===== config.mk =====
export PLATFORM = sky130hd
export DESIGN_NAME = ycc_block_sched_flat
export DESIGN_NICKNAME = d
export VERILOG_FILES = /design/src/rtl/jpeg_pkg.sv /design/src/rtl/ycc_block_sched_if.sv /design/src/rtl/blk_store.sv /design/src/rtl/ycc_block_sched.sv /design/src/flat_wrapper.sv
export SDC_FILE = /design/constraint.sdc
export NUM_CORES = 1
export LEC_CHECK = 0
export ABC_CLOCK_PERIOD_IN_PS = 4000
export CORE_AREA = 5 5 354 269
export CTS_BUF_LIST = sky130_fd_sc_hd__clkbuf_4 sky130_fd_sc_hd__clkbuf_8 sky130_fd_sc_hd__clkbuf_16
export DETAILED_ROUTE_END_ITERATION = 8
export DIE_AREA = 0 0 359 274
export PLACE_DENSITY = 0.73
export SETUP_SLACK_MARGIN = 0.3
export SLEW_MARGIN = 20
export SYNTH_ARGS = -nofsm -noshare
export SYNTH_HDL_FRONTEND = slang
export SYNTH_SLANG_ARGS = --single-unit

===== constraint.sdc =====
create_clock -name clk -period 4 [get_ports clk]
set_input_delay 0.6 -clock clk [delete_from_list [all_inputs] [get_ports clk]]
set_output_delay 0.6 -clock clk [all_outputs]
set_load 0.03 [all_outputs]

===== src/rtl/jpeg_pkg.sv =====
// Shared JPEG front-end types: component tags, pixel beat layout and block size.
package jpeg_pkg;

  localparam int unsigned BLOCK_PIX    = 64;
  localparam int unsigned PIX_PER_BEAT = 2;

  typedef enum logic [1:0] {
    COMP_Y  = 2'd0,
    COMP_CB = 2'd1,
    COMP_CR = 2'd2
  } comp_t;

  typedef logic signed [PIX_PER_BEAT-1:0][7:0] pix_beat_t;

endpackage


===== src/rtl/ycc_block_sched_if.sv =====
// Stream bundle for the YCbCr block scheduler: three-component input, single-component output.
interface ycc_block_sched_if;
  import jpeg_pkg::*;

  logic      in_valid;
  logic      in_ready;
  pix_beat_t in_data_y;
  pix_beat_t in_data_cb;
  pix_beat_t in_data_cr;
  logic      in_sob;
  logic      in_eob;
  logic      in_sof;

  logic      out_valid;
  logic      out_ready;
  pix_beat_t out_data;
  comp_t     out_comp;
  logic      out_sob;
  logic      out_eob;
  logic      out_sof;
  logic      err;

  modport slave (
    input  in_valid, in_data_y, in_data_cb, in_data_cr, in_sob, in_eob, in_sof, out_ready,
    output in_ready, out_valid, out_data, out_comp, out_sob, out_eob, out_sof, err
  );

  modport master (
    output in_valid, in_data_y, in_data_cb, in_data_cr, in_sob, in_eob, in_sof, out_ready,
    input  in_ready, out_valid, out_data, out_comp, out_sob, out_eob, out_sof, err
  );

endinterface


===== src/rtl/blk_store.sv =====
// One-block chroma store: single synchronous write port, asynchronous read port.
module blk_store #(
  parameter  int unsigned DEPTH = 32,
  parameter  int unsigned WIDTH = 16,
  localparam int unsigned AW    = $clog2(DEPTH)
) (
  input  logic             clk,
  input  logic             we,
  input  logic [AW-1:0]    waddr,
  input  logic [WIDTH-1:0] wdata,
  input  logic [AW-1:0]    raddr,
  output logic [WIDTH-1:0] rdata
);

  // Contents are deliberately not reset; unwritten entries replay stale data.
  logic [WIDTH-1:0] mem [DEPTH];

  always_ff @(posedge clk) begin
    if (we) begin
      mem[waddr] <= wdata;
    end
  end

  assign rdata = mem[raddr];

endmodule


===== src/rtl/ycc_block_sched.sv =====
// Forwards Y of each 8x8 block while capturing Cb/Cr, then replays Cb and Cr as two
// further blocks so a single transform datapath serves all three components.
module ycc_block_sched
  import jpeg_pkg::*;
#(
  parameter int unsigned N     = PIX_PER_BEAT,
  parameter int unsigned BEATS = BLOCK_PIX / N
) (
  input  logic               clk,
  input  logic               rst,
  ycc_block_sched_if.slave   bus
);

  localparam int unsigned   AW   = $clog2(BEATS);
  localparam int unsigned   W    = N * 8;
  localparam logic [AW-1:0] LAST = AW'(BEATS - 1);

  typedef enum logic [1:0] {
    S_Y  = 2'd0,
    S_CB = 2'd1,
    S_CR = 2'd2
  } state_t;

  state_t        state_q;
  logic [AW-1:0] wcnt_q;
  logic [AW-1:0] rcnt_q;

  logic          adv;
  logic          accept;
  logic          sob_bad;
  logic          eob_bad;
  logic [AW-1:0] waddr;
  logic [W-1:0]  cb_rd;
  logic [W-1:0]  cr_rd;
  logic [W-1:0]  replay_data;

  assign adv          = !bus.out_valid || bus.out_ready;
  assign bus.in_ready = (state_q == S_Y) && adv;
  assign accept       = bus.in_valid && bus.in_ready;

  // A start-of-block beat always lands at address 0, resynchronising the write counter.
  assign waddr   = bus.in_sob ? '0 : wcnt_q;
  assign sob_bad = bus.in_sob && (wcnt_q != '0);
  assign eob_bad = bus.in_eob && (wcnt_q != LAST);

  blk_store #(
    .DEPTH (BEATS),
    .WIDTH (W)
  ) u_cb_store (
    .clk   (clk),
    .we    (accept),
    .waddr (waddr),
    .wdata (bus.in_data_cb),
    .raddr (rcnt_q),
    .rdata (cb_rd)
  );

  blk_store #(
    .DEPTH (BEATS),
    .WIDTH (W)
  ) u_cr_store (
    .clk   (clk),
    .we    (accept),
    .waddr (waddr),
    .wdata (bus.in_data_cr),
    .raddr (rcnt_q),
    .rdata (cr_rd)
  );

  assign replay_data = (state_q == S_CR) ? cr_rd : cb_rd;

  always_ff @(posedge clk) begin
    if (rst) begin
      state_q       <= S_Y;
      wcnt_q        <= '0;
      rcnt_q        <= '0;
      bus.out_valid <= 1'b0;
      bus.out_data  <= '0;
      bus.out_comp  <= COMP_Y;
      bus.out_sob   <= 1'b0;
      bus.out_eob   <= 1'b0;
      bus.out_sof   <= 1'b0;
      bus.err       <= 1'b0;
    end else begin
      bus.err <= 1'b0;
      unique case (state_q)
        S_Y: begin
          if (adv) begin
            if (accept) begin
              bus.out_valid <= 1'b1;
              bus.out_data  <= bus.in_data_y;
              bus.out_comp  <= COMP_Y;
              bus.out_sob   <= bus.in_sob;
              bus.out_eob   <= bus.in_eob;
              bus.out_sof   <= bus.in_sof;
              bus.err       <= sob_bad || eob_bad;
              if (bus.in_eob) begin
                wcnt_q  <= '0;
                rcnt_q  <= '0;
                state_q <= S_CB;
              end else if (bus.in_sob) begin
                wcnt_q <= AW'(1);
              end else begin
                wcnt_q <= wcnt_q + 1'b1;
              end
            end else begin
              bus.out_valid <= 1'b0;
            end
          end
        end
        S_CB, S_CR: begin
          // Replay length is fixed at BEATS regardless of how many beats were captured.
          if (adv) begin
            bus.out_valid <= 1'b1;
            bus.out_data  <= replay_data;
            bus.out_comp  <= (state_q == S_CB) ? COMP_CB : COMP_CR;
            bus.out_sob   <= (rcnt_q == '0);
            bus.out_eob   <= (rcnt_q == LAST);
            bus.out_sof   <= 1'b0;
            rcnt_q        <= rcnt_q + 1'b1;
            if (rcnt_q == LAST) begin
              state_q <= (state_q == S_CB) ? S_CR : S_Y;
            end
          end
        end
        default: state_q <= S_Y;
      endcase
    end
  end

endmodule


===== src/flat_wrapper.sv =====
// flat-port wrapper written by rule: the top's interface ports become plain ports
module ycc_block_sched_flat import jpeg_pkg::*;
#(
  parameter int unsigned N     = PIX_PER_BEAT,
  parameter int unsigned BEATS = BLOCK_PIX / N
)
  (clk, rst, bus_in_valid, bus_in_data_y, bus_in_data_cb, bus_in_data_cr, bus_in_sob, bus_in_eob, bus_in_sof, bus_out_ready, bus_in_ready, bus_out_valid, bus_out_data, bus_out_comp, bus_out_sob, bus_out_eob, bus_out_sof, bus_err);
  ycc_block_sched_if bus_i ();
  input  logic clk;
  input  logic rst;
  input wire logic [$bits(bus_i.in_valid)-1:0] bus_in_valid;
  input wire logic [$bits(bus_i.in_data_y)-1:0] bus_in_data_y;
  input wire logic [$bits(bus_i.in_data_cb)-1:0] bus_in_data_cb;
  input wire logic [$bits(bus_i.in_data_cr)-1:0] bus_in_data_cr;
  input wire logic [$bits(bus_i.in_sob)-1:0] bus_in_sob;
  input wire logic [$bits(bus_i.in_eob)-1:0] bus_in_eob;
  input wire logic [$bits(bus_i.in_sof)-1:0] bus_in_sof;
  input wire logic [$bits(bus_i.out_ready)-1:0] bus_out_ready;
  output wire logic [$bits(bus_i.in_ready)-1:0] bus_in_ready;
  output wire logic [$bits(bus_i.out_valid)-1:0] bus_out_valid;
  output wire logic [$bits(bus_i.out_data)-1:0] bus_out_data;
  output wire logic [$bits(bus_i.out_comp)-1:0] bus_out_comp;
  output wire logic [$bits(bus_i.out_sob)-1:0] bus_out_sob;
  output wire logic [$bits(bus_i.out_eob)-1:0] bus_out_eob;
  output wire logic [$bits(bus_i.out_sof)-1:0] bus_out_sof;
  output wire logic [$bits(bus_i.err)-1:0] bus_err;
  assign bus_i.in_valid = bus_in_valid;
  assign bus_i.in_data_y = bus_in_data_y;
  assign bus_i.in_data_cb = bus_in_data_cb;
  assign bus_i.in_data_cr = bus_in_data_cr;
  assign bus_i.in_sob = bus_in_sob;
  assign bus_i.in_eob = bus_in_eob;
  assign bus_i.in_sof = bus_in_sof;
  assign bus_i.out_ready = bus_out_ready;
  assign bus_in_ready = bus_i.in_ready;
  assign bus_out_valid = bus_i.out_valid;
  assign bus_out_data = bus_i.out_data;
  assign bus_out_comp = bus_i.out_comp;
  assign bus_out_sob = bus_i.out_sob;
  assign bus_out_eob = bus_i.out_eob;
  assign bus_out_sof = bus_i.out_sof;
  assign bus_err = bus_i.err;
  ycc_block_sched #(.N(N), .BEATS(BEATS)) u_core (.clk(clk), .rst(rst), .bus(bus_i));
endmodule

# Word-level counts from Yosys, hierarchy flattened
# Memory sizes are Yosys's and may differ from the RTL's. A register that Yosys moved wholly into a read port is not among the register bits.
# Cells that the tools add are included.
[totals]
ff_bits = 35
latchBits = 0
word_cells = 91
n_memories = 2
romBits = 0
ramBits = 1024
[op_classes]
n_reduce_logical = 18
n_mux = 46
order_cmp = 0
multipliers = 0
eq_ne = 9
div_mod_pow = 0
addsub = 2
shifts = 0
bitwise = 3
[memory_table]
columns = ["memory", "words", "width", "rd", "rd_clocked_by_memory_dff", "write_ports", "line_no", "source"]
rows = [
  ["u_core.u_cb_store.mem", 32, 16, 1, 1, 1, "blk_store.sv:16", "logic [WIDTH-1:0] mem [DEPTH];"],
  ["u_core.u_cr_store.mem", 32, 16, 1, 1, 1, "blk_store.sv:16", ""],
]
[op_table]
columns = ["op", "count"]
rows = [
  ["$mux W16", 4],
  ["$mux W5", 11],
  ["$pmux W16 S2", 1],
  ["$mux W2", 10],
  ["$mux W1", 13],
  ["$add A5 B1 Y5 const B", 2],
  ["$pmux W5 S2", 1],
  ["$reduce_and A5 Y1", 2],
  ["$ne A2 B1 Y1 const B", 4],
  ["$pmux W1 S2", 4],
  ["$pmux W2 S2", 2],
  ["$reduce_and A3 Y1", 2],
  ["$eq A5 B5 Y1 const B", 1],
  ["$logic_not A5 Y1", 1],
  ["$ne A5 B5 Y1 const B", 1],
  ["$reduce_bool A5 Y1", 1],
  ["$logic_and A1 B1 Y1", 4],
  ["$reduce_and A4 Y1", 1],
  ["$reduce_or A4 Y1", 1],
  ["$not A1 Y1", 3],
  ["$eq A2 B1 Y1 const B", 1],
  ["$eq A2 B2 Y1 const B", 1],
  ["$logic_not A2 Y1", 1],
  ["$logic_or A1 B1 Y1", 2],
  ["other kinds (4)", 4],
]

# Logic depth before layout (Yosys ltp)
[depth]
ltp_word = 9
ltp_mapped = 9
ltp_nobuf = 7

# Hierarchy
# From an unflattened synthesis, not the netlist that was laid out.
[hier_totals]
hier_cells = 2485
hier_area_um2 = 42406.9
[modules_own_cells]
columns = ["mod", "seq_area_each_um2", "area_each_um2", "cells_per_inst", "instances"]
rows = [
  ["blk_store at u_core.u_cr_store", 15374.7, 20215.6, 1127, 1],
  ["blk_store at u_core.u_cb_store", 15374.7, 20214.4, 1127, 1],
  ["ycc_block_sched", 700.7, 1976.9, 231, 1],
]

# Worst setup path after synthesis
# No wires, ideal clock.
[synth_path]
kind = "input-to-reg"
startpoint = "input bus_out_ready"
endpoint = "memory u_core.u_cb_store.mem[21][0] (enable)"
path_stages = 5
path_buffers = 0
t_arrival_ns = 2.727
setup_slack_ns = 0.852
cell_sequence = "nand2b_1 nand3_1 nor2_1 nand3_1 nor2_1"
[synth_between]
elab_chain_cells = 5
[synth_lines]
columns = ["item", "line_no", "source"]
rows = [
  ["from (decl)", "flat_wrapper.sv:18", "input wire logic [$bits(bus_i.out_ready)-1:0] bus_out_ready;"],
  ["$logic_or A1 B1 Y1", "ycc_block_sched.sv:37", "assign adv = !bus.out_valid || bus.out_ready;"],
  ["$logic_and A1 B1 Y1", "ycc_block_sched.sv:38", "assign bus.in_ready = (state_q == S_Y) && adv;"],
  ["$logic_and A1 B1 Y1", "ycc_block_sched.sv:39", "assign accept = bus.in_valid && bus.in_ready;"],
  ["$mux W1", "blk_store.sv:19", "if (we) begin"],
  ["$mux W1 (implied by the code)", "blk_store.sv:20", "mem[waddr] <= wdata;"],
  ["to (decl)", "blk_store.sv:16", ""],
]
# Every way passes these cells.

# Final worst setup path
[layout_path]
startpoint = "register u_core.state_q[0]"
endpoint = "memory u_core.u_cb_store.mem[8][13] (enable)"
[layout_between]
elab_chain_cells = 5
[layout_lines]
columns = ["item", "line_no", "source"]
rows = [
  ["from (decl)", "ycc_block_sched.sv:24", "state_t state_q;"],
  ["from (signal assigned)", "ycc_block_sched.sv:122", "state_q <= (state_q == S_CB) ? S_CR : S_Y;"],
  ["$logic_not A2 Y1", "ycc_block_sched.sv:38", ""],
  ["$logic_and A1 B1 Y1", "ycc_block_sched.sv:38", ""],
  ["$logic_and A1 B1 Y1", "ycc_block_sched.sv:39", ""],
  ["$mux W1", "blk_store.sv:19", ""],
  ["$mux W1 (implied by the code)", "blk_store.sv:20", ""],
]
# Every way passes these cells.

==> flow_summary_export.csv <==
group,metric,value,unit
hold_path,hp-start,"bus_in_data_cr[0]",
worst_setup_path,r2r_slack,900,ps
clocking,clkTransAtPathRegs,70,ps
die,die_w,359,microns
timing,maxSlewHeadroom,25.3,%
worst_setup_path,cp.arrival,3360,ps
global_routing,grt_pass1_vias,20500,
global_routing,grt_start_max_net_pins,71,
routing,ant_nets,0,
hold_path,hold_path_depth,1,
yosys,synth_compound_area_share,3.86,%
timing,tightest_slew,1120,ps
yosys,synthSimpleGateAreaFrac,2.19,%
timing,rsz0062_at_grt,"false",
timing,fin_crit_sh,77.6,%
placement,gp_congestion,0.880,
clocking,postCtsSetupRepairBufs,0,
worst_setup_path,worst_r2r_endpoint,"u_core.u_cb_store.mem[8][13]$_DFFE_PP_",
yosys,synth_top_area_cell,"edfxtp_1",
clocking,insertion_delay,650,ps
run_status,status,"complete, no violations",
job,max-cap-violations,0,
routing,drt_iter0_markers,2693,
global_routing,grt_usage,19.7,%
yosys,yosys.area_share.adder,0.337,%
yosys,yosysWarnings,0,
worst_setup_path,start_kind,"flip-flop",
worst_setup_path,crit_path_end_kind,"flip-flop",
yosys,synthMuxAreaShare,14.8,%
timing,fin_crit,3100,ps
clocking,numClockSinks,1064,
routing,top_layer_used,"met4",
worst_setup_path,critPathRequiredTime,4250,ps
worst_setup_path,reg2reg_from,"u_core.state_q[0]$_SDFFE_PP0P_",
clocking,cts_tree,"yes",
timing,tns,0,ps
routing,met1_length,39700,microns
routing,routed-via-count,20500,
worst_setup_path,criticalPathCategory,"flip-flop to flip-flop",
yosys,synth.distinct_cells,37,
routing,dr_wl_met3,10500,microns
yosys,synthCells,1920,
hold_path,min_path_type,"input pin to flip-flop",
timing,drv_slew,0,
timing,fin_skew,20.9,ps
die,ioPinCount,79,
hold_path,hold_end,"u_core.u_cr_store.mem[17][0]$_DFFE_PP_",
clocking,clockBufferDepth,3,
yosys,ys_seq_area_share,77.2,%
placement,dp_cells,3212,
worst_setup_path,critical_path.max_fanout,32,
timing,fmaxAchievable,322,MHz
worst_setup_path,startpoint,"u_core.state_q[0]$_SDFFE_PP0P_",
global_routing,antenna_found_initial,3,
yosys,ys_ff_latch,1064,
power,p_leak,14.3,nW
timing,setup_viol,0,
clocking,ctsResizeCount,0,
cells_and_area,fin_nets,2149,
power,p_per_area,531,nW/um^2
die,design.core.area,91000,sq um
yosys,postSynthNetCount,1986,
power,peakVddDrop,385,uV
yosys,avgSynthCellArea,21.3,sq um
worst_setup_path,r2r_cells,6,
routing,route.detailed.drc,0,
placement,port_buffers,78,
clocking,cts_buffers,92,
cells_and_area,drive_gt1_share,27.1,%
yosys,synthFlopType,"edfxtp_1",
yosys,synth_edf_count,1024,
clocking,ctsHoldBuffers,0,
die,die_area,98400,sq um
die,die_y,274,microns
global_routing,gr-total-overflow,0,
routing,route.met2.wl,45900,microns
routing,wl_per_cell,28.9,microns
clocking,cts-root-buf,"clkbuf_16",
yosys,synth_area,40900,sq um
cells_and_area,fin_cells,3381,
timing,hold_viol,0,
yosys,synthXorXnorAreaFrac,0,%
routing,viasPerCell,6.05,
yosys,synth_area_leaders,"edfxtp_1, mux4_2, a22oi_1",
clocking,htree_levels,3,
yosys,synth-async-reset-ratio,0,%
cells_and_area,area_delta_synth_final,14.9,%
die,fp-row-count,96,
routing,drt_first_pass_iters,5,
yosys,synth_top_area_share,75.2,%
die,start_util,44.9,%
yosys,synth_top_family_by_area,"multiplexers",
routing,wl,97800,microns
placement,dp_hpwl,59300,microns
global_routing,grt_pass1_wl,143000,microns
area by class of cell:
class,count,area (sq um)
clock inverters,41,473
diodes,3,7.51
well taps,1225,1530
multi-input cells,714,8930
repair buffers,173,1720
fillers,6973,44100
flip-flops and latches,1064,31600
inverters,38,143
clock buffers,123,2610
flip-flops by register name, summed over array words and instances (netlist names), 2 cells and up, named ones only:
register               cells
u_core.wcnt_q              5
u_core.u_cr_store.mem    512
u_core.rcnt_q              5
u_core.u_cb_store.mem    512
u_core.state_q             2
u_core.bus.out_comp        2
u_core.bus.out_data       16
power by group:
group / total, mW / internal, mW / switching (mW)
Combinational: 3.22 / 1.37 / 1.86
Clock: 9.11 / 5.28 / 3.83
Sequential: 12.6 / 12.4 / 0.187
critical path, stage by stage (launching register included):
cell,delay (ps)
dfxtp_1,350
inv_1,120
ha_1,270
nand2_1,150
nor2_1,330
o21ai_1,440
nor2_4,990
worst max-delay path by stage:
stage / depth (start not counted) / endpoint / slack, ps
6_report: 6 / u_core.u_cb_store.mem[8][13]$_DFFE_PP_ / 900
5_1_grt: 6 / u_core.u_cb_store.mem[8][13]$_DFFE_PP_ / 790
4_1_cts: 7 / u_core.u_cr_store.mem[28][6]$_DFFE_PP_ / 730
3_5_place_dp: 6 / u_core.u_cb_store.mem[28][4]$_DFFE_PP_ / 340
3_3_place_gp: 6 / u_core.u_cr_store.mem[28][5]$_DFFE_PP_ / 360
2_1_floorplan: 5 / u_core.u_cb_store.mem[21][0]$_DFFE_PP_ / 850
stage by stage:
step	hold WS [ps]	total power [mW]	setup slack (ps)	instance area, sq um	utilization, %
6_report	480	24.9	897	47000	51.6
5_1_grt	484	25.8	792	47000	51.6
4_1_cts	485	25.1	728	47000	51.6
3_5_place_dp	473	16.0	339	43900	48.2
3_3_place_gp	457	16.0	363	43900	48.2
2_1_floorplan	471	14.8	852	40900	-
logic make-up (layout without fill, tap and decap cells):
group                      count (synthesis)  count (layout)
other                                      0               3
muxes                                    282             282
buffers and inverters                    142             375
adders and majority gates                 11              11
and+or+nand+nor                          201             201
AOI/OAI and AO/OA                        220             220
DFF                                     1064            1064
cell usage after synthesis (22+ instances only):
cell type and count:
clkbuf_1 60, a22oi_1 110, mux4_2 256, a21oi_1 33, nor2b_1 27, dfxtp_1 40
nor2_1 75, edfxtp_1 1024, inv_1 38, nand2_1 64, buf_2 25, o21ai_0 22
cells in the final DEF (no fill, tap or decap), types with 9 or more instances in the layout:
| cell | count |
|---|---|
| nor2_1 | 42 |
| edfxtp_1 | 1024 |
| mux2_2 | 17 |
| bufinv_16 | 11 |
| a21oi_1 | 33 |
| nor2b_1 | 25 |
| nor2_4 | 33 |
| o221ai_1 | 15 |
| buf_12 | 24 |
| buf_2 | 19 |
| nand3_1 | 12 |
| clkbuf_4 | 25 |
| buf_4 | 70 |
| clkinv_1 | 14 |
| inv_1 | 38 |
| a211oi_1 | 17 |
| o21ai_0 | 22 |
| ha_1 | 11 |
| a22oi_1 | 110 |
| nand2_1 | 64 |
| dfxtp_1 | 36 |
| mux4_2 | 256 |
| mux2i_1 | 9 |
| a2111oi_0 | 13 |
| clkinv_2 | 13 |
| clkbuf_16 | 95 |
| clkdlybuf4s50_1 | 59 |
routing by layer:
metal  vias to the layer above  track usage [%]
met4                         0             3.80
met1                     10800             29.0
li1                       8340                -
met2                      1167             30.9
met5                         -                0
met3                       132             4.56
(Power assumes the default switching activity.)
